--- src/rtl/alu_ctrl_pkg.sv ---
// ============================================================================
//  Module      : alu_ctrl_pkg
//  Description : Shared types and constants for the register-to-register ALU
//                instruction sequencer.
//  Revision    : 1.0 - initial release
// ============================================================================
`default_nettype none

package alu_ctrl_pkg;

   localparam int PW_DEFAULT = 6;

   localparam logic [2:0] REG_R0 = 3'd0;
   localparam logic [2:0] REG_R1 = 3'd1;
   localparam logic [2:0] REG_R2 = 3'd2;
   localparam logic [2:0] REG_R3 = 3'd3;
   localparam logic [2:0] REG_P0 = 3'd4;

   typedef enum logic [2:0] {
      ST_IDLE    = 3'd0,
      ST_FETCH_A = 3'd1,
      ST_FETCH_B = 3'd2,
      ST_EXEC    = 3'd3,
      ST_WRITE   = 3'd4,
      ST_DONE    = 3'd5
   } state_t;

endpackage

`default_nettype wire

--- src/rtl/reg_sel_decode.sv ---
// ============================================================================
//  Module      : reg_sel_decode
//  Description : Maps a 3-bit register select plus enable to one-hot strobes
//                strb[0..3] = R0..R3, strb[4] = P0. Codes 5..7 decode to none.
//  Revision    : 1.0 - initial release
// ============================================================================
`default_nettype none

module reg_sel_decode
   import alu_ctrl_pkg::*;
(
   input  logic [2:0] sel,
   input  logic       en,
   output logic [4:0] strb
);

   always_comb begin
      strb = '0;
      if (en) begin
         case (sel)
            REG_R0:  strb[0] = 1'b1;
            REG_R1:  strb[1] = 1'b1;
            REG_R2:  strb[2] = 1'b1;
            REG_R3:  strb[3] = 1'b1;
            REG_P0:  strb[4] = 1'b1;
            default: strb    = '0;
         endcase
      end
   end

endmodule

`default_nettype wire

--- src/rtl/rb_alu_op_fsm.sv ---
// ============================================================================
//  Module      : rb_alu_op_fsm
//  Description : Moore sequencer for Ri <- Ri op Rj. Optional macro
//                ALUOP_LIVE_PARAMS_EN decodes live selects instead of captured.
//  Revision    : 1.0 - initial release
// ============================================================================
`default_nettype none

module rb_alu_op_fsm
   import alu_ctrl_pkg::*;
#(
   parameter int PW = PW_DEFAULT
) (
   input  logic          clk,
   input  logic          rst,
   input  logic          done_fetch,
   input  logic          start,
   input  logic [PW-1:0] parameter1,
   input  logic [PW-1:0] parameter2,
   output logic          r0in,
   output logic          r1in,
   output logic          r2in,
   output logic          r3in,
   output logic          P0in,
   output logic          R0OutEn,
   output logic          R1OutEn,
   output logic          R2OutEn,
   output logic          R3OutEn,
   output logic          P0OutEn,
   output logic          ALUinR1,
   output logic          ALUinR2,
   output logic          enregalu,
   output logic          ALUoutEn,
   output logic          Regiout,
   output logic          Regjout,
   output logic          Regiin,
   output logic          done
);

   state_t     r_state;
   state_t     w_next;
   logic [2:0] w_sel_i;
   logic [2:0] w_sel_j;
   logic [4:0] w_oe_i;
   logic [4:0] w_oe_j;
   logic [4:0] w_ld_i;
   logic [4:0] w_oe;
   logic       w_accept;
   logic       w_unused_hi;

   assign w_accept    = (r_state == ST_IDLE) && start && done_fetch;
   // Only the low three bits of each select field are meaningful.
   assign w_unused_hi = ^{parameter1[PW-1:3], parameter2[PW-1:3]};

`ifdef ALUOP_LIVE_PARAMS_EN
   assign w_sel_i = parameter1[2:0];
   assign w_sel_j = parameter2[2:0];
`else
   logic [2:0] r_sel_i;
   logic [2:0] r_sel_j;

   always_ff @(posedge clk) begin
      if (!rst) begin
         r_sel_i <= '0;
         r_sel_j <= '0;
      end else if (w_accept) begin
         r_sel_i <= parameter1[2:0];
         r_sel_j <= parameter2[2:0];
      end
   end

   assign w_sel_i = r_sel_i;
   assign w_sel_j = r_sel_j;
`endif

   always_ff @(posedge clk) begin
      if (!rst) r_state <= ST_IDLE;
      else      r_state <= w_next;
   end

   always_comb begin
      w_next = r_state;
      case (r_state)
         ST_IDLE:    if (w_accept) w_next = ST_FETCH_A;
         ST_FETCH_A: w_next = ST_FETCH_B;
         ST_FETCH_B: w_next = ST_EXEC;
         ST_EXEC:    w_next = ST_WRITE;
         ST_WRITE:   w_next = ST_DONE;
         ST_DONE:    w_next = ST_IDLE;
         default:    w_next = ST_IDLE;
      endcase
   end

   reg_sel_decode u_oe_i (
      .sel  (w_sel_i),
      .en   (r_state == ST_FETCH_A),
      .strb (w_oe_i)
   );

   reg_sel_decode u_oe_j (
      .sel  (w_sel_j),
      .en   (r_state == ST_FETCH_B),
      .strb (w_oe_j)
   );

   reg_sel_decode u_ld_i (
      .sel  (w_sel_i),
      .en   (r_state == ST_WRITE),
      .strb (w_ld_i)
   );

   // The two OutEn decoders are enabled in mutually exclusive states.
   assign w_oe = w_oe_i | w_oe_j;

   assign R0OutEn = w_oe[0];
   assign R1OutEn = w_oe[1];
   assign R2OutEn = w_oe[2];
   assign R3OutEn = w_oe[3];
   assign P0OutEn = w_oe[4];

   assign r0in = w_ld_i[0];
   assign r1in = w_ld_i[1];
   assign r2in = w_ld_i[2];
   assign r3in = w_ld_i[3];
   assign P0in = w_ld_i[4];

   always_comb begin
      ALUinR1  = 1'b0;
      ALUinR2  = 1'b0;
      enregalu = 1'b0;
      ALUoutEn = 1'b0;
      Regiout  = 1'b0;
      Regjout  = 1'b0;
      Regiin   = 1'b0;
      done     = 1'b0;
      case (r_state)
         ST_FETCH_A: begin
            Regiout = 1'b1;
            ALUinR1 = 1'b1;
         end
         ST_FETCH_B: begin
            Regjout = 1'b1;
            ALUinR2 = 1'b1;
         end
         ST_EXEC:  enregalu = 1'b1;
         ST_WRITE: begin
            ALUoutEn = 1'b1;
            Regiin   = 1'b1;
         end
         ST_DONE:  done = 1'b1;
         default:  done = 1'b0;
      endcase
   end

endmodule

`default_nettype wire

--- config.mk ---
export PLATFORM = sky130hd
export DESIGN_NAME = rb_alu_op_fsm
export DESIGN_NICKNAME = d
export VERILOG_FILES = /design/src/rtl/alu_ctrl_pkg.sv /design/src/rtl/reg_sel_decode.sv /design/src/rtl/rb_alu_op_fsm.sv
export SDC_FILE = /design/constraint.sdc
export NUM_CORES = 1
export LEC_CHECK = 0
export ABC_AREA = 0
export CAP_MARGIN = 20
export CORE_UTILIZATION = 38
export CTS_BUF_LIST = sky130_fd_sc_hd__clkbuf_16
export CTS_CLUSTER_DIAMETER = 60
export DETAILED_ROUTE_END_ITERATION = 16
export PLACE_DENSITY = 0.81
export SYNTH_ARGS = -nofsm -noshare
export SYNTH_HDL_FRONTEND = slang
export SYNTH_SLANG_ARGS = --single-unit
--- constraint.sdc ---
create_clock -name clk -period 2.4 [get_ports clk]
set_clock_uncertainty 0.1 [all_clocks]
set_input_delay 0.36 -clock clk [delete_from_list [all_inputs] [get_ports clk]]
set_output_delay 0.36 -clock clk [all_outputs]
set_load 0.02 [all_outputs]
After elaboration in Yosys (flattened, before gate mapping)
Index checks and enable logic that the tools add are counted.
- equal/unequal tests: 14
- muxes and demuxes: 20
- bitwise logic cells: 1
- reduce and logical (&&, ||, !) cells: 5
- operator list (kind ; count):
    $eq A3 B2 Y1 const B ; 6
    $mux W1 ; 15
    $mux W5 ; 3
    $pmux W3 S5 ; 1
    $eq A3 B3 Y1 const B ; 4
    $eq A3 B1 Y1 const B ; 3
    $logic_not A3 Y1 ; 3
    $or A5 B5 Y5 ; 1
    $mux W3 ; 1
    $logic_and A1 B1 Y1 ; 2
    $ne A2 B2 Y1 const B ; 1
- bits in registers: 9
- input port bits: 16
- output and inout port bits: 18
- logic and storage cells: 43

Depth between registers and ports, before layout
- word-level depth: 5
- mapped depth: 5
- mapped depth without buffers: 4

Cells and area by module
From an unflattened synthesis, not the netlist that was laid out.
- cell total of the unflattened synthesis: 67
- area total of the unflattened synthesis: 670.6 µm²
- modules (own cells, without submodules) (module ; times used ; cells each ; area an instance (µm²) ; sequential area each (µm²)):
    rb_alu_op_fsm ; 1 ; 52 ; 479.2 ; 180.2
    reg_sel_decode ; 3 ; 5 ; 63.8 ; 0.0

Worst setup path after synthesis
No wires, ideal clock.
- kind: register to output
- start point: reg r_state[2]
- end point: out r2in
- arrival: 1.515 ns
- required time: 1.940 ns
- slack: 0.425 ns
- stages on the path, launching flop included: 3
- buffers on the path: 0
- path through: dfxtp_1 > or3b_4 > nor4_1
- longest elaborated chain between the ends: 2
- ends and longest elaborated chain (element ; RTL line ; source):
    start: declaration ; rb_alu_op_fsm.sv:40 ; state_t r_state;
    start signal: assignment ; rb_alu_op_fsm.sv:78 ; else r_state <= w_next;
    $eq A3 B3 Y1 ; rb_alu_op_fsm.sv:108 ; .en (r_state == ST_WRITE),
    $mux W5 ; reg_sel_decode.sv:19 ; if (en) begin
    end: declaration ; rb_alu_op_fsm.sv:22 ; output logic r2in,
No other way between the ends.

Worst setup path after layout
- start point: reg r_state[0]
- end point: out r0in
- longest elaborated chain between the ends: 2
- ends and longest elaborated chain (element ; RTL line ; source):
    $eq A3 B3 Y1 ; rb_alu_op_fsm.sv:108 ;
    $mux W5 ; reg_sel_decode.sv:19 ;
    end: declaration ; rb_alu_op_fsm.sv:20 ; output logic r0in,
No other way between the ends.

==> metrics.yaml <==
timing:
  post-route-period-util_pct: 94.8
  finalSetupViolations: 0
  max_freq_ghz: 0.440
  slew-limit-headroom_pct: 63.3
  worst_slew_pin_slew_ns: 0.546
  tns_ns: 0
  drv_slew: 0
  fin_crit_ns: 2.27
  rsz0062_at_grt: "false"
  whs_ns: 0.399
  hold_viol_final: 0
synth:
  yosysTopAreaCell: "dfxtp_1"
  synth_simple_gate_area_share_pct: 35.5
  yosysSeqAreaShare_pct: 31.7
  synth_top_family_by_area: "simple AND/OR/NAND/NOR gates"
  yosysTopAreaCellShare_pct: 31.7
  async_flop_share_pct: 0
  synth_fa_ha_area_share_pct: 0
  synth_edf_count: 0
  synth-compound-area-share_pct: 9.91
  syn_inst: 69
  avgSynthCellArea_sq_um: 8.23
  ys_top_cells_by_area: "dfxtp_1 (32%), mux2i_1 (11%), nand2_1 (9.3%)"
  ys.flop_type: "dfxtp_1"
  yosys_warnings: 0
  ys_types: 29
  ys_ff_latch: 9
  syn_area_sq_um: 568
  syn-num-nets: 85
  synth.area.mux_share_pct: 10.6
  synth_xor_area_share_pct: 1.54
routing:
  drtAntennaViolNets: 0
  drt-pass1-iter-count: 4
  drc: 0
  drt_iter0_drc: 3
  wire_per_inst_um: 12.0
  vias: 568
  wl_mm: 1.35
  avgViaCountPerCell: 5.07
finish:
  drive_above_1_share_pct: 12.4
  mostFrequentLayoutCells: "clkdlybuf4s50_1 (20), nand2_1 (14), dfxtp_1 (8)"
  layout_commonest_cell: "clkdlybuf4s50_1"
  diodes: 0
  area_growth_pct: 65.4
  fin_cells: 112
  nets: 114
  fillers: 101
clock_tree:
  cts-root-buf: "clkbuf_16"
  numCtsBuffers: 3
  cts_tree: "built"
  cts-root-to-sink-buffers: 2
  clkSlewWorstSetupHoldPaths_ns: 0.04
  h-tree-depth: 1
  insertion_delay_ns: 0.23
  postCtsSetupBuffers: 0
  cts_sinks: 9
power:
  p_int_mw: 0.445
  p_comb_share_pct: 20.7
  ir_drop_mv: 0.494
  switching_power_mw: 0.148
  p_clk_share_pct: 49.2
  swShare_pct: 24.9
  leakage_nw: 0.476
  p_per_area_nw_per_um2: 630
  power_frac_seq_pct: 30.1
job:
  max_cap_violations: 0
critical_path:
  startpoint_type: "register"
  cp_max_fo: 8
  worstSetupPathType: "reg2out"
  end_kind: "output pin"
  worstPathArrival_ns: 1.81
  regToRegStartpoint: "r_state[1]"
  cp.required_ns: 1.94
  critPathSlowestCell: "clkdlybuf4s50_1"
  path_delay_family: "buffers and inverters"
  worstPathCellList: "or3b_4, nor2b_1, clkdlybuf4s50_1"
  crit_buf_inv: 1
  max_stage_delay_ns: 0.61
  ff2ff_setup_slack_ns: 0.95
  r2r-end: "r_sel_j[2]"
  rr_worst_depth: 3
placed_design:
  hpwl_um: 998
  place_congestion: 0.659
  numPortBuffers: 27
  dp.cells: 108
grt:
  gr-total-overflow: 0
  antenna_found_initial: 0
  grt.total_usage_pct: 19.8
  grt_first_pass_wirelength_mm: 2.04
  grt_start_max_net_pins: 15
  grt_pass1_vias: 478
floorplan:
  num_rows: 13
  core-area_sq_um: 1350
  ios: 34
  dieArea_sq_um: 1650
  die_x_um: 40.7
  die_h_um: 40.7
  start_util_pct: 42.1
worst_hold_path:
  hp-class: "reg2reg"
  whs_path_depth: 2
  hp-start: "r_sel_j[2]"
  min_to: "r_sel_j[2]"
outcome:
  status: "complete, no violations"
[final cells by class]
| type | count | area [sq um] | area share, % |
|---|---|---|---|
| Multi-Input combinational cell | 48 | 332 | 35.3 |
| Timing Repair Buffer | 30 | 307 | 32.6 |
| Sequential cell | 9 | 181 | 19.3 |
| Clock buffer | 3 | 75.1 | 7.99 |
| Inverter | 6 | 22.5 | 2.40 |
| Tap cell | 15 | 18.8 | 2.00 |
| Clock inverter | 1 | 3.75 | 0.399 |
[cells in the mapped netlist (all sizes together), types with 2 or more instances]
library cell and n:
inv 6, dfxtp 9, nor3b 2, nand2 14, mux2i 6, nor4 2
nor2 4, nor3 2, buf 5, o22ai 2, nand3b 2, and3b 2
[layer usage]
| metal | global-route usage (%) | wire length [um] |
|---|---|---|
| met1 | 21.4 | 582 |
| met2 | 32.9 | 647 |
| met4 | 12.5 | 40 |
| met3 | 6.52 | 78 |
| met5 | 0 | 0 |
[tightest hold or removal path, delay by kind of cell (launching register included)]
family | cells | cell delay, ns
and+or+nand+nor | 1 | 0.06
DFF | 1 | 0.32
muxes | 1 | 0.06
[power groups by stage]
| stage | clock network [mW] | logic (mW) | registers, mW |
|---|---|---|---|
| 2_1_floorplan | 0 | 0.0821 | 0.171 |
| 3_3_place_gp | 0 | 0.121 | 0.178 |
| 3_5_place_dp | 0 | 0.124 | 0.179 |
| 4_1_cts | 0.296 | 0.124 | 0.178 |
| 5_1_grt | 0.310 | 0.135 | 0.180 |
| 6_report | 0.291 | 0.123 | 0.178 |
[how the worst max path moves through the flow]
stage | from | end | slack [ns] | cells past startpoint
CTS | r_state[0] | R0OutEn | 0.003 | 4
floorplan | r_state[2] | r2in | 0.42 | 2
finish | r_state[0] | r0in | 0.13 | 3
detailed placement | r_state[2] | P0in | 0.15 | 4
global route | r_state[0] | r3in | 0.07 | 3
global placement | r_state[2] | P0in | 0.17 | 4
[state kept, by name, indices dropped and copies added (netlist names)]
signal	count
r_sel_i	3
r_sel_j	3
r_state	3
[kinds of logic after synthesis]
kind of cell	after synthesis
buffers and inverters	12
AO/OA/AOI/OAI	7
flip-flops	9
XOR/XNOR	1
multiplexers	6
AND/OR/NAND/NOR	34
[repair_timing]
action | in CTS | in global routing
hold buffers | 0 | 0
gates resized for setup | 2 | 7
endpoints found under the setup margin | 2 | 6
pin swaps | 0 | 0
hold endpoints to repair | 0 | 0
[stage by stage]
stage	cell area [sq um]	total power [mW]	setup slack (ns)	utilization [%]
after floorplan	568	0.253	0.425	-
after global placement	841	0.299	0.167	62.3
after detailed placement	841	0.303	0.147	62.3
after CTS	920	0.598	0.00282	68.1
after global routing	940	0.625	0.0673	69.6
final	940	0.592	0.126	69.6
(Power assumes the default switching activity.)
==> patch, RTL diff (same flow settings) <==
The 6 states of `state_t` get a one-hot encoding in 6 bits.
--- a/src/rtl/alu_ctrl_pkg.sv
+++ b/src/rtl/alu_ctrl_pkg.sv
@@ -17,11 +17,11 @@
    localparam logic [2:0] REG_P0 = 3'd4;
 
-   typedef enum logic [2:0] {
-      ST_IDLE    = 3'd0,
-      ST_FETCH_A = 3'd1,
-      ST_FETCH_B = 3'd2,
-      ST_EXEC    = 3'd3,
-      ST_WRITE   = 3'd4,
-      ST_DONE    = 3'd5
+   typedef enum logic [5:0] {
+      ST_IDLE    = 6'b000001,
+      ST_FETCH_A = 6'b000010,
+      ST_FETCH_B = 6'b000100,
+      ST_EXEC    = 6'b001000,
+      ST_WRITE   = 6'b010000,
+      ST_DONE    = 6'b100000
    } state_t;
 
Behaviour: no difference found for any inputs over 10 cycles, from zero or initial values and one cycle with rst low; not proved beyond that.
==> patch against the original RTL <==
Final cell count increased by 25%. Sequential cell count increased by 3. Count of clock-buffer cells in the layout unchanged. Routed wire length increased by 15%. Critical endpoint is now R0OutEn. Synthesized cell count increased by 28%. Area after synthesis increased by 25%. Register-to-register slack improved by 50 ps. Design area increased by 16%. Worst setup slack got worse by 43 ps. Total power increased by 2.9%.
==> patch: results (changes against the original RTL) <==
- Worst hold slack: 387.3 ps (was 398.7 ps)
- Clk cell area share: 0.06873 (was 0.08389)
- Layout cells sized above 1: 0.1043 (was 0.1237)
- Seq/Total Area, Yosys: 0.3392 (was 0.3172)
- Met1 WL: 639 microns (was 582 microns)
- Worst path max stage delay: 390 ps (was 610 ps)
- First-pass GRT wire length: 2428 microns (was 2035 microns)
- DIE AREA: 2040 sq um (was 1654 sq um)
- Cell family with most CP delay: simple AND/OR/NAND/NOR gates (was buffers and inverters)
- Mux contribution to synthesized area: 0.08481 (was 0.1057)
- Syn_nets: 104 (was 85)
- RD Place Congestion: 0.7084 (was 0.6587)
- Largest net degree at the start of global routing: 14 (was 15)
- Crit share post-route: 0.9655 (was 0.9477)
- Mean Syn Cell Area: 8.047 sq um (was 8.233 sq um)
- Status: completed (unchanged)
- Worst-Margin Slew: 367.5 ps (was 545.8 ps)
- Number of global-route vias before repair: 594 (was 478)
- Non-clock buffer share of cell area: 0.2600 (was 0.3262)
- Post-CTS Resized: 7 (was 2)
- #MultiIn Comb: 65 (was 48)
- Max Fanout on Critical Path: 5 (was 8)
- VDD IR max: 0.0004763 V (was 0.0004938 V)
- Hpwl dp: 1209 microns (was 997.7 microns)
- 1st-iter DRT viols: 12 (was 3)
- DR WL/cell: 11.06 microns (was 12.04 microns)
- Met2 WL: 823 microns (was 647 microns)
patch: cell types whose count changed in the layout (fill, tap and decap cells not counted), moves of 3 or more:
cell             before  now
dlygate4sd2_1         1    5
clkdlybuf4s50_1      20   17
dfxtp_1               8   12
nor2_1                4   13
o32ai_1               0    4
nor2b_1               1    4
nand2_1              14   17
patch: report_power, final:
| group | total (mW) | internal [mW] | switching, mW |
|---|---|---|---|
| clock network | 0.293 | 0.216 | 0.0772 |
| registers | 0.228 | 0.211 | 0.0167 |
| logic | 0.0886 | 0.0495 | 0.0391 |
patch: worst paths after layout:
kind / endpoint / from
worst min register to register: r_sel_j[2] / r_sel_j[2]
worst min-delay path: r_sel_j[2] / r_sel_j[2]
worst max register to register: r_sel_j[1] / r_state[0]
worst max-delay path: R0OutEn / r_state[3]
patch: metal layers:
layer,GRT usage,vias to the layer above
met1,0.1932,332
li1,-,359
met3,0.05600,2
met2,0.2783,24
met5,0,-
met4,0.07879,0
